`src/rtl/pulse_width_meter.sv`:
```
// pulse_width_meter: measures high pulse widths (and low widths with PWM_LOW_PULSE_EN)
// and queues them in a first-word-fall-through FIFO read through a valid/ready handshake.
`default_nettype none

module pulse_width_meter #(
  parameter int CNT_W      = 16,
  parameter int FIFO_DEPTH = 4,
  parameter int MIN_WIDTH  = 1
) (
  input  logic             clock,
  input  logic             reset,
  input  logic             sig_in,
  input  logic             enable,
  input  logic             out_ready,
  output logic             out_valid,
  output logic [CNT_W-1:0] out_width,
  output logic             out_level,
  output logic             fifo_full,
  output logic [7:0]       drop_cnt
);

  localparam int AW = $clog2(FIFO_DEPTH);
`ifdef PWM_LOW_PULSE_EN
  localparam int ENTRY_W = CNT_W + 1;
`else
  localparam int ENTRY_W = CNT_W;
`endif
  localparam logic [CNT_W-1:0] CNT_MAX  = '1;
  localparam logic [CNT_W-1:0] CNT_ONE  = CNT_W'(1);
  localparam logic [CNT_W-1:0] MIN_W    = CNT_W'(MIN_WIDTH);
  localparam logic [AW:0]      FULL_CNT = (AW + 1)'(FIFO_DEPTH);

  typedef enum logic [1:0] {
    ARM  = 2'd0,
    HIGH = 2'd1,
    LOW  = 2'd2
  } state_t;

  state_t             state;
  logic               sig_d;
  logic [CNT_W-1:0]   cnt;
  logic [ENTRY_W-1:0] mem [FIFO_DEPTH];
  logic [AW-1:0]      wr_ptr;
  logic [AW-1:0]      rd_ptr;
  logic [AW:0]        count;

  logic               rise;
  logic               fall;
  logic [CNT_W-1:0]   cnt_inc;
  logic               push_req;
  logic               push_ok;
  logic               pop;
  logic [ENTRY_W-1:0] push_data;
  logic [ENTRY_W-1:0] head;

  assign rise    = sig_in & ~sig_d;
  assign fall    = ~sig_in & sig_d;
  assign cnt_inc = (cnt == CNT_MAX) ? cnt : cnt + 1'b1;

  always_comb begin
    push_req  = 1'b0;
    push_data = '0;
    if (enable) begin
      if (state == HIGH && fall && cnt >= MIN_W) begin
        push_req = 1'b1;
`ifdef PWM_LOW_PULSE_EN
        push_data = {1'b1, cnt};
`else
        push_data = cnt;
`endif
      end
`ifdef PWM_LOW_PULSE_EN
      else if (state == LOW && rise && cnt >= MIN_W) begin
        push_req  = 1'b1;
        push_data = {1'b0, cnt};
      end
`endif
    end
  end

  // A full FIFO still takes a result when the head leaves in the same cycle.
  assign pop     = out_valid & out_ready;
  assign push_ok = push_req & (~fifo_full | pop);

  always_ff @(posedge clock) begin
    if (!reset) begin
      state <= ARM;
      cnt   <= '0;
      sig_d <= 1'b1;
    end else begin
      sig_d <= sig_in;
      if (!enable) begin
        state <= ARM;
        cnt   <= '0;
      end else begin
        case (state)
          ARM: begin
            if (rise) begin
              state <= HIGH;
              cnt   <= CNT_ONE;
            end
          end
          HIGH: begin
            if (fall) begin
              state <= LOW;
              cnt   <= CNT_ONE;
            end else if (sig_in) begin
              cnt <= cnt_inc;
            end
          end
          LOW: begin
            if (rise) begin
              state <= HIGH;
              cnt   <= CNT_ONE;
            end
`ifdef PWM_LOW_PULSE_EN
            else if (!sig_in) begin
              cnt <= cnt_inc;
            end
`endif
          end
          default: begin
            state <= ARM;
            cnt   <= '0;
          end
        endcase
      end
    end
  end

  always_ff @(posedge clock) begin
    if (push_ok) begin
      mem[wr_ptr] <= push_data;
    end
  end

  always_ff @(posedge clock) begin
    if (!reset) begin
      wr_ptr   <= '0;
      rd_ptr   <= '0;
      count    <= '0;
      drop_cnt <= '0;
    end else begin
      if (push_ok) begin
        wr_ptr <= wr_ptr + 1'b1;
      end
      if (pop) begin
        rd_ptr <= rd_ptr + 1'b1;
      end
      case ({push_ok, pop})
        2'b10:   count <= count + 1'b1;
        2'b01:   count <= count - 1'b1;
        default: count <= count;
      endcase
      if (push_req && !push_ok && drop_cnt != 8'hFF) begin
        drop_cnt <= drop_cnt + 1'b1;
      end
    end
  end

  assign out_valid = (count != '0);
  assign fifo_full = (count == FULL_CNT);
  assign head      = mem[rd_ptr];
  assign out_width = out_valid ? head[CNT_W-1:0] : '0;
`ifdef PWM_LOW_PULSE_EN
  assign out_level = out_valid & head[CNT_W];
`else
  assign out_level = out_valid;
`endif

endmodule

`default_nettype wire
```
`config.mk`:
```
export PLATFORM = sky130hd
export DESIGN_NAME = pulse_width_meter
export DESIGN_NICKNAME = d
export VERILOG_FILES = /design/src/rtl/pulse_width_meter.sv
export SDC_FILE = /design/constraint.sdc
export NUM_CORES = 1
export LEC_CHECK = 0
export ABC_CLOCK_PERIOD_IN_PS = 2700
export BUFFER_PORTS_ARGS = -buffer_cell sky130_fd_sc_hd__buf_2
export CORE_ASPECT_RATIO = 1.5
export CORE_MARGIN = 5
export CORE_UTILIZATION = 45
export DETAILED_ROUTE_END_ITERATION = 12
export HOLD_SLACK_MARGIN = 0.12
export SLEW_MARGIN = 20
export SYNTH_ARGS = -nofsm -noshare
export SYNTH_HDL_FRONTEND = slang
export SYNTH_SLANG_ARGS = --single-unit
```
`constraint.sdc`:
```
create_clock -name clock -period 2.7 [get_ports clock]
set_input_delay 0.405 -clock clock [delete_from_list [all_inputs] [get_ports clock]]
set_output_delay 0.405 -clock clock [all_outputs]
set_load 0.01 [all_outputs]
```
==> results by group <==
Timing
  – Worst hold slack across all endpoints: 0.3084 ns
  – Period utilisation layout: 88.95%
  – Tmin final: around 2.4 ns
  – Transition at the pin with the smallest max-transition slack: 0.5269 ns
  – Post-route worst setup slack: between 0.2 and 0.3 ns
  – Layout Skew: ~0.0049 ns
  – Final setup violating endpoints: 0
  – Remaining max-slew budget at the tightest pin: 64.58%
  – Max Clock Freq: 0.4164 GHz
  – Post-route setup TNS: 0 ns
  – RSZ-0062 raised after global routing: false
  – Total count of hold-check failures in the final report: 0
  – Final Slew Violations: 0

Worst setup path
  – Critical path startpoint category: register
  – Critical path data required time: 2.98 ns
  – Crit path arrival time: between 2 and 3 ns
  – Crit path max-delay cell type: sky130_fd_sc_hd__or4bb_1
  – Crit path from: cnt[0]$_SDFFE_PN0P_
  – Internal reg-to-reg setup slack: 0.30 ns
  – Reg-to-reg endpoint: count[2]$_SDFFE_PN0P_
  – CP endpoint kind: register
  – Source of the worst register-to-register timing path: cnt[0]$_SDFFE_PN0P_
  – Maximum fanout encountered on the critical timing path: 7
  – Worst Reg-to-Reg Cells: 11
  – Type of the setup path with the least slack: reg -> reg
  – Peak per-stage delay on the critical path: 0.48 ns
  – Cell-by-cell trace of the critical path: inv_1, ha_1, nor4b_1, and4_1, nor2_2, nor2_1, fa_1, or4bb_1, nand2_1, a41oi_1, nand3_1
  – Worst setup endpoint: count[2]$_SDFFE_PN0P_

Synth
  – #FFs+latches synth: 100
  – Most used flip-flop cell after synthesis: sky130_fd_sc_hd__edfxtp_1
  – Nets in the synthesized netlist: 376
  – Synthesized netlist cell count: 362
  – Cell area after technology mapping: 4553 µm²
  – Synth async-reset ratio: 0%
  – Post-synth EDFFs: 64
  – Post-Synthesis Mean Instance Area: 12.58 µm²
  – Yosys warning total: 0
  – Library cells used by synthesis: 55
  – Sequential share of the synthesized area: 58.04%

Place
  – Buffers added on ports: 31
  – Half-perimeter wire length after detailed placement: 5.926 mm
  – Post-place instance area: between 4000 and 5000 µm²
  – Cells after DPL: roughly 500
  – Post-place setup slack: 0.2872 ns
  – Placer congestion estimate: 0.9411

Floorplan
  – Initial core utilization: 45.43%
  – Core region area: 10,020 µm²
  – Standard-cell rows: 45
  – Count of pins on the block boundary: 32
  – Die Area: 12,270 µm²
  – Die outline width: 92.13 µm
  – Chip height: 133.2 µm

Detailed routing
  – Total number of vias: between 2,000 and 3,000
  – ANT nets after route: 0
  – First-pass iteration count of the detailed router: 4
  – Via-to-Cell Ratio: 5.465
  – DR iter-0 viols: 78
  – Routed WL: between 8 and 9 mm
  – Remaining routing DRC violations: 0
  – Routed WL per cell: 16.23 µm

Global routing
  – Number of global-route vias before repair: 2,755
  – Wire length of the first global-routing pass: 13.98 mm
  – Largest net degree at the start of global routing: 30
  – Number of antenna violations at the first check in global routing: 0
  – Total grt overflow: 0
  – GRT Util Overall: 14.57%

Clocking
  – Clock tree from TritonCTS: done
  – Hold buffer count at cts: 0
  – Buffer levels on the longest clock path: 2
  – Setup Fix Bufs, Post-CTS: 0
  – Number of levels in the clock H-tree: 3
  – Clock-pin slew of the registers on the worst-case setup and hold paths: 0.07 ns
  – Number of buffers inserted during clock tree synthesis: 9
  – Quantity of gates resized following cts: 0
  – Root buffer selected by CTS: sky130_fd_sc_hd__clkbuf_16
  – Number of clock sinks: 100
  – Clock insertion delay at the later pin of the skew report: 0.33 ns

Power and ir drop
  – Power per unit of standard cell area: 591.6 nW/µm²
  – Worst ir drop on vdd: 302.0 µV
  – Leakage power summed over all cells: 0.001876 µW

Cells and area
  – Register Area: 2643 µm²
  – Diodes inserted: 0
  – Final net count: 412
  – Area grow syn2layout: 13.41%
  – Area occupied by multi-input gates: ~1800 µm²
  – Non-Filler Instances: 520
  – Final Cell Area: 5164 µm²
  – Fill count: 887
  – Layout cell share with drive strength beyond 1: 20.60%

Hold path
  – Min-Delay Path Class: in -> reg

Status
  – Status: complete, no violations

Run
  – MaxCap Viol Count: 0
how the worst min path moves through the flow:
stage / startpoint / endpoint / depth (start not counted)
final: sig_in / sig_d$_SDFF_PN1_ / 2
after global routing: sig_in / sig_d$_SDFF_PN1_ / 2
after CTS: sig_in / sig_d$_SDFF_PN1_ / 2
after detailed placement: drop_cnt[7]$_SDFFE_PN0P_ / drop_cnt[7]$_SDFFE_PN0P_ / 2
after global placement: drop_cnt[7]$_SDFFE_PN0P_ / drop_cnt[7]$_SDFFE_PN0P_ / 2
after floorplan: cnt[1]$_SDFFE_PN0P_ / cnt[1]$_SDFFE_PN0P_ / 2
cells by family (layout without fill, tap and decap cells):
group                      Yosys count  in the layout  share of synthesized area [%]
and+or+nand+nor                    151            151                          19.54
DFF                                100            100                          58.04
AOI/OAI and AO/OA                   43             43                          6.156
buffers and inverters               27             68                          2.418
muxes                               24             24                          9.673
adders and majority gates            9              9                          2.638
xor gates and xnor gates             8              8                          1.539
worst max-delay path: cells and delay by family, from the launching register on:
| kind | cells | cell delay (ns) |
|---|---|---|
| adder cells (fa/ha/maj) | 2 | 0.61 |
| buffers and inverters | 1 | 0.10 |
| AO/OA/AOI/OAI | 1 | 0.04 |
| AND/OR/NAND/NOR | 7 | 1.17 |
| flip-flops | 1 | 0.44 |
Yosys cell counts, types with 2 or more instances:
| master | number | area (µm²) |
|---|---|---|
| sky130_fd_sc_hd__inv_1 | 9 | 33.78 |
| sky130_fd_sc_hd__nor3b_1 | 2 | 15.01 |
| sky130_fd_sc_hd__edfxtp_1 | 64 | 1922 |
| sky130_fd_sc_hd__and2_1 | 38 | 237.7 |
| sky130_fd_sc_hd__clkbuf_1 | 13 | 48.80 |
| sky130_fd_sc_hd__a211oi_1 | 2 | 15.01 |
| sky130_fd_sc_hd__nand2_1 | 22 | 82.58 |
| sky130_fd_sc_hd__a21oi_1 | 12 | 60.06 |
| sky130_fd_sc_hd__dfxtp_1 | 36 | 720.7 |
| sky130_fd_sc_hd__xor2_1 | 2 | 17.52 |
| sky130_fd_sc_hd__nand3_1 | 10 | 50.05 |
| sky130_fd_sc_hd__mux2i_1 | 8 | 80.08 |
| sky130_fd_sc_hd__or4_1 | 5 | 37.54 |
| sky130_fd_sc_hd__buf_2 | 4 | 20.02 |
| sky130_fd_sc_hd__or4_2 | 2 | 17.52 |
| sky130_fd_sc_hd__a31o_2 | 2 | 17.52 |
| sky130_fd_sc_hd__nand4_1 | 7 | 43.79 |
| sky130_fd_sc_hd__o21bai_1 | 2 | 15.01 |
| sky130_fd_sc_hd__and4_1 | 3 | 26.28 |
| sky130_fd_sc_hd__ha_1 | 8 | 100.1 |
| sky130_fd_sc_hd__and3_1 | 3 | 18.77 |
| sky130_fd_sc_hd__mux4_2 | 16 | 360.4 |
| sky130_fd_sc_hd__nand2b_1 | 11 | 68.82 |
| sky130_fd_sc_hd__xnor2_1 | 6 | 52.55 |
| sky130_fd_sc_hd__o21ai_0 | 8 | 40.04 |
| sky130_fd_sc_hd__nor4_1 | 5 | 31.28 |
| sky130_fd_sc_hd__o31ai_1 | 4 | 30.03 |
| sky130_fd_sc_hd__or3_1 | 3 | 18.77 |
| sky130_fd_sc_hd__nor3_1 | 8 | 40.04 |
| sky130_fd_sc_hd__nor2b_1 | 4 | 25.02 |
| sky130_fd_sc_hd__nor2_1 | 17 | 63.81 |
| sky130_fd_sc_hd__a31oi_1 | 3 | 18.77 |
registers in the layout, indices dropped and copies added, names as in the netlist, named ones only:
name and count:
rd_ptr 2, wr_ptr 2, cnt 16, drop_cnt 8
sig_d 1, mem 64, state 2, count 3
per-layer routing:
metal | vias up | GRT usage [%] | routed length, µm
met5 | - | 0 | 0
met4 | 0 | 5.124 | 146
met3 | 10 | 2.994 | 224
met2 | 40 | 26.63 | 4481
met1 | 1363 | 16.71 | 3587
li1 | 1429 | - | -
per-stage QoR:
| stage | utilization, % | total power (µW) |
|---|---|---|
| after floorplan | - | 1781 |
| after global placement | 48.60 | 1834 |
| after detailed placement | 48.60 | 1838 |
| after CTS | 51.52 | 3106 |
| after global routing | 51.52 | 3178 |
| final | 51.52 | 3055 |
cell type report:
cell class                 instances  share of cell area [%]
clock buffer                      11                   4.507
inverter                           9                  0.6542
sequential                       100                   51.18
tap                              117                   2.835
multi-input combinational        235                   34.92
clock inverter                     5                   1.163
timing repair buffer              43                   4.749
placed cells by master, fill, tap and decap left out, types with 2 or more instances in the layout:
cell and instances:
sky130_fd_sc_hd__ha_1 8, sky130_fd_sc_hd__or4_1 5, sky130_fd_sc_hd__nor4_1 5, sky130_fd_sc_hd__or3_1 3
sky130_fd_sc_hd__nor3_1 8, sky130_fd_sc_hd__mux2i_1 8, sky130_fd_sc_hd__o31ai_1 4, sky130_fd_sc_hd__buf_4 12
sky130_fd_sc_hd__nor2b_1 4, sky130_fd_sc_hd__nand2_1 22, sky130_fd_sc_hd__clkbuf_16 9, sky130_fd_sc_hd__and2_1 38
sky130_fd_sc_hd__xnor2_1 6, sky130_fd_sc_hd__a31o_2 2, sky130_fd_sc_hd__inv_1 9, sky130_fd_sc_hd__a31oi_1 3
sky130_fd_sc_hd__a211oi_1 2, sky130_fd_sc_hd__or4_2 2, sky130_fd_sc_hd__a21oi_1 12, sky130_fd_sc_hd__nand3_1 10
sky130_fd_sc_hd__edfxtp_1 64, sky130_fd_sc_hd__o21bai_1 2, sky130_fd_sc_hd__nand4_1 7, sky130_fd_sc_hd__clkbuf_1 2
sky130_fd_sc_hd__o21ai_0 8, sky130_fd_sc_hd__and4_1 3, sky130_fd_sc_hd__buf_2 31, sky130_fd_sc_hd__nand2b_1 11
sky130_fd_sc_hd__xor2_1 2, sky130_fd_sc_hd__and3_1 3, sky130_fd_sc_hd__nor3b_1 2, sky130_fd_sc_hd__dfxtp_1 36
sky130_fd_sc_hd__nor2_1 16, sky130_fd_sc_hd__mux4_2 16
where the power goes:
| group | internal (µW) | switching [µW] |
|---|---|---|
| sequential | 1610 | 7.60 |
| clock | 722 | 536 |
| combinational | 80.9 | 94.3 |
| total | 2420 | 638 |
(Power assumes the default switching activity.)
